--- src/rtl/dtc_trig_decoder.sv ---
// DTC trigger-line receive decoder: L0/L1 pulses, 8-bit fast commands and
// 72-bit slow-control frames, one sampled bit per dtc_clk, MSB first.
module dtc_trig_decoder #(
  parameter logic [7:0] SLOW_HDR = 8'hE1
) (
  input  logic        dtc_clk,
  input  logic        rst_n,
  input  logic        en,
  input  logic        trig_bit,
  output logic        l0_stb,
  output logic        l1_stb,
  output logic        fast_stb,
  output logic [7:0]  fast_cmd,
  output logic        slow_stb,
  output logic        slow_rd,
  output logic [31:0] slow_addr,
  output logic [31:0] slow_data,
  output logic        err_stb,
  output logic        busy
);

  localparam logic [2:0] IDLE = 3'd0;
  localparam logic [2:0] S1   = 3'd1;
  localparam logic [2:0] S11  = 3'd2;
  localparam logic [2:0] CODE = 3'd3;
  localparam logic [2:0] ADDR = 3'd4;
  localparam logic [2:0] DATA = 3'd5;

  logic [2:0]  state_q, state_d;
  logic [5:0]  cnt_q, cnt_d;
  logic [31:0] sh_q, sh_d;
  logic [31:0] addr_q, addr_d;
  logic        l0_d, l1_d, fast_stb_d, slow_stb_d, err_d;
  logic [7:0]  fast_cmd_d;
  logic [31:0] slow_addr_d, slow_data_d;
  logic        slow_rd_d;
  logic [7:0]  code;
  logic        last;
  logic        fast_ok;

  // Valid on the fifth CODE bit: three leading ones plus the shifted bits.
  assign code    = {3'b111, sh_q[3:0], trig_bit};
  assign last    = (cnt_q == 6'd1);
  assign fast_ok = code inside {8'hE2, 8'hE4, 8'hE8, 8'hE9, 8'hEA, 8'hEF};

  always_comb begin
    state_d     = state_q;
    cnt_d       = cnt_q;
    sh_d        = sh_q;
    addr_d      = addr_q;
    l0_d        = 1'b0;
    l1_d        = 1'b0;
    fast_stb_d  = 1'b0;
    slow_stb_d  = 1'b0;
    err_d       = 1'b0;
    fast_cmd_d  = fast_cmd;
    slow_addr_d = slow_addr;
    slow_data_d = slow_data;
    slow_rd_d   = slow_rd;
    if (!en) begin
      state_d = IDLE;
    end else begin
      case (state_q)
        IDLE: if (trig_bit) state_d = S1;
        S1: begin
          if (trig_bit) begin
            state_d = S11;
          end else begin
            l0_d    = 1'b1;
            state_d = IDLE;
          end
        end
        S11: begin
          if (trig_bit) begin
            state_d = CODE;
            cnt_d   = 6'd5;
          end else begin
            l1_d    = 1'b1;
            state_d = IDLE;
          end
        end
        CODE: begin
          sh_d  = {sh_q[30:0], trig_bit};
          cnt_d = cnt_q - 6'd1;
          if (last) begin
            if (code == SLOW_HDR) begin
              state_d = ADDR;
              cnt_d   = 6'd32;
            end else if (fast_ok) begin
              fast_stb_d = 1'b1;
              fast_cmd_d = code;
              state_d    = IDLE;
            end else begin
              err_d   = 1'b1;
              state_d = IDLE;
            end
          end
        end
        ADDR: begin
          addr_d = {addr_q[30:0], trig_bit};
          cnt_d  = cnt_q - 6'd1;
          if (last) begin
            state_d = DATA;
            cnt_d   = 6'd32;
          end
        end
        DATA: begin
          sh_d  = {sh_q[30:0], trig_bit};
          cnt_d = cnt_q - 6'd1;
          if (last) begin
            slow_addr_d = addr_q;
            slow_rd_d   = addr_q[31];
            slow_data_d = {sh_q[30:0], trig_bit};
            slow_stb_d  = 1'b1;
            state_d     = IDLE;
          end
        end
        default: state_d = IDLE;
      endcase
    end
  end

  always_ff @(posedge dtc_clk or negedge rst_n) begin
    if (!rst_n) begin
      state_q   <= IDLE;
      cnt_q     <= 6'd0;
      sh_q      <= 32'd0;
      addr_q    <= 32'd0;
      l0_stb    <= 1'b0;
      l1_stb    <= 1'b0;
      fast_stb  <= 1'b0;
      slow_stb  <= 1'b0;
      err_stb   <= 1'b0;
      fast_cmd  <= 8'd0;
      slow_addr <= 32'd0;
      slow_data <= 32'd0;
      slow_rd   <= 1'b0;
    end else begin
      state_q   <= state_d;
      cnt_q     <= cnt_d;
      sh_q      <= sh_d;
      addr_q    <= addr_d;
      l0_stb    <= l0_d;
      l1_stb    <= l1_d;
      fast_stb  <= fast_stb_d;
      slow_stb  <= slow_stb_d;
      err_stb   <= err_d;
      fast_cmd  <= fast_cmd_d;
      slow_addr <= slow_addr_d;
      slow_data <= slow_data_d;
      slow_rd   <= slow_rd_d;
    end
  end

  assign busy = (state_q != IDLE);

endmodule

--- config.mk ---
export PLATFORM = sky130hd
export DESIGN_NAME = dtc_trig_decoder
export DESIGN_NICKNAME = d
export VERILOG_FILES = /design/src/rtl/dtc_trig_decoder.sv
export SDC_FILE = /design/constraint.sdc
export NUM_CORES = 1
export LEC_CHECK = 0
export CAP_MARGIN = 20
export CORE_UTILIZATION = 54
export CTS_CLUSTER_SIZE = 25
export DETAILED_ROUTE_END_ITERATION = 16
export GPL_TIMING_DRIVEN = 0
export PLACE_DENSITY = 0.77
export SLEW_MARGIN = 25
export SYNTH_ARGS = -nofsm -noshare
export SYNTH_HDL_FRONTEND = slang
export SYNTH_SLANG_ARGS = --single-unit
export TNS_END_PERCENT = 50
--- constraint.sdc ---
create_clock -name dtc_clk -period 2.53 [get_ports dtc_clk]
set_input_delay 0.6325 -clock dtc_clk [delete_from_list [all_inputs] [get_ports dtc_clk]]
set_output_delay 0.6325 -clock dtc_clk [all_outputs]
set_load 0.02 [all_outputs]
# Yosys cells after proc, flatten, opt, wreduce, memory -nomap -nowiden
# Cells that the tools add are included.
[word_totals]
wordCells = 76
output_inout_bits = 79
input_bits = 4
register_bits = 148
[classes]
n_eq_ne = 18
n_bitwise = 1
addsub = 1
n_reduce_logical = 11
muxes = 32
[op_table]
columns = ["cell", "count"]
rows = [
  ["6-bit two-way mux", 4],
  ["6-bit one-hot mux with 4 select lines", 1],
  ["5-bit by 4-bit == test with 1-bit output (second input constant)", 4],
  ["1-bit two-way mux", 18],
  ["3-bit two-way mux", 6],
  ["3-bit one-hot mux with 6 select lines", 1],
  ["3-bit inequality test (second input constant)", 4],
  ["3-bit by 2-bit == test with 1-bit output (second input constant)", 2],
  ["3-bit == test (second input constant)", 2],
  ["6-bit by 1-bit == test with 1-bit output (second input constant)", 1],
  ["3-bit AND reduction", 2],
  ["6-bit nonzero test", 1],
  ["6-bit by 1-bit subtractor with 6-bit output (second input constant)", 1],
  ["5-bit by 1-bit == test with 1-bit output (second input constant)", 1],
  ["5-bit by 2-bit == test with 1-bit output (second input constant)", 1],
  ["5-bit by 3-bit == test with 1-bit output (second input constant)", 1],
  ["5-bit AND reduction", 1],
  ["2-bit two-way mux", 2],
  ["2-bit AND reduction", 2],
  ["4-bit AND reduction", 1],
  ["4-bit nonzero test", 1],
  ["3-bit by 1-bit == test with 1-bit output (second input constant)", 1],
  ["3-bit logical NOT", 1],
  ["3-bit nonzero test", 1],
  ["3 further kinds", 3],
]

# Longest topological paths before layout
[depth]
word_depth = 7
depth_mapped = 9
mapped_depth_nobuf = 7

# Least setup slack after synthesis
# No wires, ideal clock.
[synth_timing]
path_kind = "input-to-reg"
from = "input trig_bit"
to = "register fast_cmd[0]"
setup_slack_ns = 0.120
stages = 5
t_arrival_ns = 2.285
n_path_buf = 1
required_ns = 2.405
setup_ns = 0.125
cell_sequence = "or3_1 -> a311o_1 -> or4_1 -> buf_6 -> mux2_4"
[synth_via]
elab_chain_len = 3
elab_cells_between_ends = 10
cone_classes = "eq/ne: 7; bitwise: 1; reduce/logical: 2"
[synth_rtl]
columns = ["item", "line", "text"]
rows = [
  ["start, declared", "9", "input logic trig_bit,"],
  ["5-bit by 2-bit == test with 1-bit output (tied with other cells)", "44", "assign fast_ok = code inside {8'hE2, 8'hE4, 8'hE8, 8'hE9, 8'hEA, 8'hEF};"],
  ["6-bit nonzero test or 1-bit NOT (tied branches)", "n/a", ""],
  ["5-bit AND reduction (no source line)", "n/a", ""],
  ["end signal, assigned", "148", "fast_cmd <= fast_cmd_d;"],
  ["end, declared", "13", "output logic [7:0] fast_cmd,"],
]
# Several ways; a longest one is shown, not always the timed one.
# A chain may end at the register's enable or synchronous reset.

# Worst setup path after layout
# Ends and elaborated chain as after synthesis.

==> reports/results.ini <==
[detailed_routing]
dr.pass1.iters = 4
wl_per_cell_um = 16.2
wirelength_um = 10500
ant_nets = 0
drt_iter0_markers = 86
routed-via-count = 3441
vias_per_cell = 5.33
drc = 0

[critical_path]
crit_family = simple AND/OR/NAND/NOR gates
crit_slowest_cell = or4_1
reg2reg_depth = 7
r2r-start = cnt_q[2]$_DFFE_PN0P_
r2r_end = slow_data[2]$_DFFE_PN0P_
worstSetupEndpoint = fast_cmd[0]$_DFFE_PN0P_
path_depth = 6
cp_data_required_time_ns = 2.92
path_buf_inv = 2
rrSetupSlack_ns = 0.12
cp-start-kind = input pin
cp_max_fo = 6
crit_path_max_incr_delay_ns = 0.54
path_class = in2reg
cp.arrival_ns = 2.86
cp-end-kind = register
critPathLaunch = trig_bit
cp_cell_sequence = clkdlybuf4s50_1 -> or3_1 -> a311o_1 -> or4_1 -> buf_6 -> mux2_4

[logic_synthesis]
synth-edff-count = 0
synth_area_per_cell_sq_um = 14.8
yosys.area.top_type = dfrtp_1
ys_ff_latch = 147
synth.distinct_cells = 39
netlist_area_sq_um = 5860
ys_top_cells_by_area = dfrtp_1 (63%), mux2_2 (24%), buf_4 (1.3%)
ys_warn_count = 0
ys.flop_type = dfrtp_1
netlist_instances = 395
synthesis.nets = 401
synth.yosys.seq_area_share_pct = 62.8
synthArstFlopShare_pct = 100
synth_top_area_share_pct = 62.8

[status]
status = finished, final reports clean

[cells_and_area]
syn_to_final_growth_pct = 27.7
nets = 503
final_util_pct = 71.8
n_antenna_cell = 0
drive_gt1_share_pct = 37.5
n_fill_cell = 714

[power]
vdd_ir_drop_max_uv = 665
power_density_nw_per_um2 = 669
power_uw = 5000
p_leak_uw = 0.00363

[place]
dpl.hpwl_um = 6940
place_congestion = 0.860
port_buffers = 82
pre_cts_slack_ns = -0.629

[sta]
drv_slew = 0
layout_worst_path_cycle_share_pct = 97.6
final.min_clock_period_ns = 2.47
slew_headroom_pct = 59.7
clock_skew_ns = 0.00764
final.setup.worst_slack_ns = 0.0619
setup_viol = 0
hold_violations = 0
fmax_mhz = 405
worst_pin_slew_ns = 0.604
grt_setup_unrepaired = true

[die]
initial_core_util_pct = 56.2
num_rows = 37
die_area_sq_um = 11300
die_h_um = 106
design.core.area_sq_um = 10400
die_w_um = 106
pin_count = 83

[clock_network]
clockBufferDepth = 2
cts_tree = done
cts_setup_buffers = 0
cts_root_buf = clkbuf_8
numCtsBuffers = 17
htreeDepth = 4
clkTransAtPathRegs_ns = 0.06
insertion_delay_ns = 0.50
cts_sinks = 147

[grt]
grt_pass1_vias = 3590
grt_pass1_wl_um = 17800
grt_max_degree = 79
grt.overflow.total = 0
antenna_found_initial = 0
grt_usage_pct = 20.4

[run]
cap_violations = 0

[hold_path]
hold_path_class = in2async

-- flip-flops by register name (all words and copies together), names as in the netlist --
| name | count |
|---|---|
| addr_q | 32 |
| cnt_q | 6 |
| err_stb | 1 |
| fast_cmd | 6 |
| fast_stb | 1 |
| l0_stb | 1 |
| l1_stb | 1 |
| sh_q | 31 |
| slow_addr | 31 |
| slow_data | 32 |
| slow_rd | 1 |
| slow_stb | 1 |
| state_q | 3 |
-- how the worst min path moves through the flow --
stage / cells past startpoint / startpoint / to
6_report: 1 / rst_n / fast_cmd[5]$_DFFE_PN0P_
5_1_grt: 1 / rst_n / fast_cmd[5]$_DFFE_PN0P_
4_1_cts: 1 / rst_n / fast_cmd[5]$_DFFE_PN0P_
3_5_place_dp: 1 / fast_cmd[4]$_DFFE_PN0P_ / fast_cmd[4]$_DFFE_PN0P_
3_3_place_gp: 1 / fast_cmd[4]$_DFFE_PN0P_ / fast_cmd[4]$_DFFE_PN0P_
2_1_floorplan: 0 / rst_n / addr_q[0]$_DFFE_PN0P_
-- power by group --
part	total, uW	switching [uW]	internal, uW
Sequential	2400	25.7	2370
Combinational	226	146	80.1
Clock	2380	1010	1370
Total	5000	1180	3820
-- cells in the mapped netlist (2+ instances only) --
library cell	n
mux2_2	127
or3_1	2
a211oi_1	2
a21oi_1	11
a31oi_1	2
buf_4	10
nand2_1	10
nor2_1	8
and2b_2	3
dfrtp_1	147
mux2_4	4
and2_1	3
nor3_1	5
nand3_1	5
nor4b_1	2
nor4_1	3
or4_1	3
inv_1	4
nor2b_1	3
buf_2	3
clkbuf_1	11
o21ai_0	7
ha_1	2
nand2b_1	3
-- per-layer routing --
layer	vias to the layer above	wire (um)	global-route usage, %
met5	-	0	0
met4	0	114	6.75
met3	11	434	5.27
met2	74	5200	33.4
met1	1744	4730	26.6
li1	1612	-	-
-- logic make-up after synthesis --
family,after synthesis,share of synthesized area (%)
xor+xnor,1,0.150
buf+inv,29,2.69
mux,132,25.6
simple gates,57,5.60
fa+ha+maj,2,0.427
flops,147,62.8
compound gates,27,2.71
-- area by class of cell --
class	instances	area, sq um	area share [%]
plain buffers	25	154	2.06
clock buffers	19	432	5.77
clock inverters	13	143	1.91
inverters	4	15.0	0.201
multi-input cells	219	2030	27.2
flip-flops and latches	147	3680	49.2
well taps	136	170	2.28
repair buffers	83	855	11.4
-- placed cells by master, fill, tap and decap left out, drive strengths merged, types with 2 or more instances in the layout --
cell type      instances
nand2b                 3
and2                   4
nor3                   5
a31oi                  2
nor4                   3
a21oi                 11
nand3                  5
o21ai                  7
mux2                 131
clkinvlp               2
dfrtp                147
inv                   10
a211oi                 2
buf                   17
clkbuf                29
ha                     2
nor4b                  2
nand2                 10
and2b                  3
clkinv                 4
clkdlybuf4s50         80
nor2b                  3
nor2                   8
or3                    3
or4                    3
-- what timing repair did --
action                     4_1_cts  5_1_grt
resized for setup                8        4
hold buffers                     0        0
hold endpoints to repair         0        0
setup endpoints to repair       80       91
-- metrics by stage --
step	cell area, sq um	std cells	hold WS [ns]	setup TNS (ns)
3_3_place_gp	6850	613	0.484	-717.32
4_1_cts	7460	646	0.0818	0
3_5_place_dp	6880	614	0.492	-27.61
2_1_floorplan	5860	395	0.337	0
6_report	7480	646	0.0742	0
5_1_grt	7480	646	0.112	-0.337
Note: power is estimated with default switching activity, not from simulation.
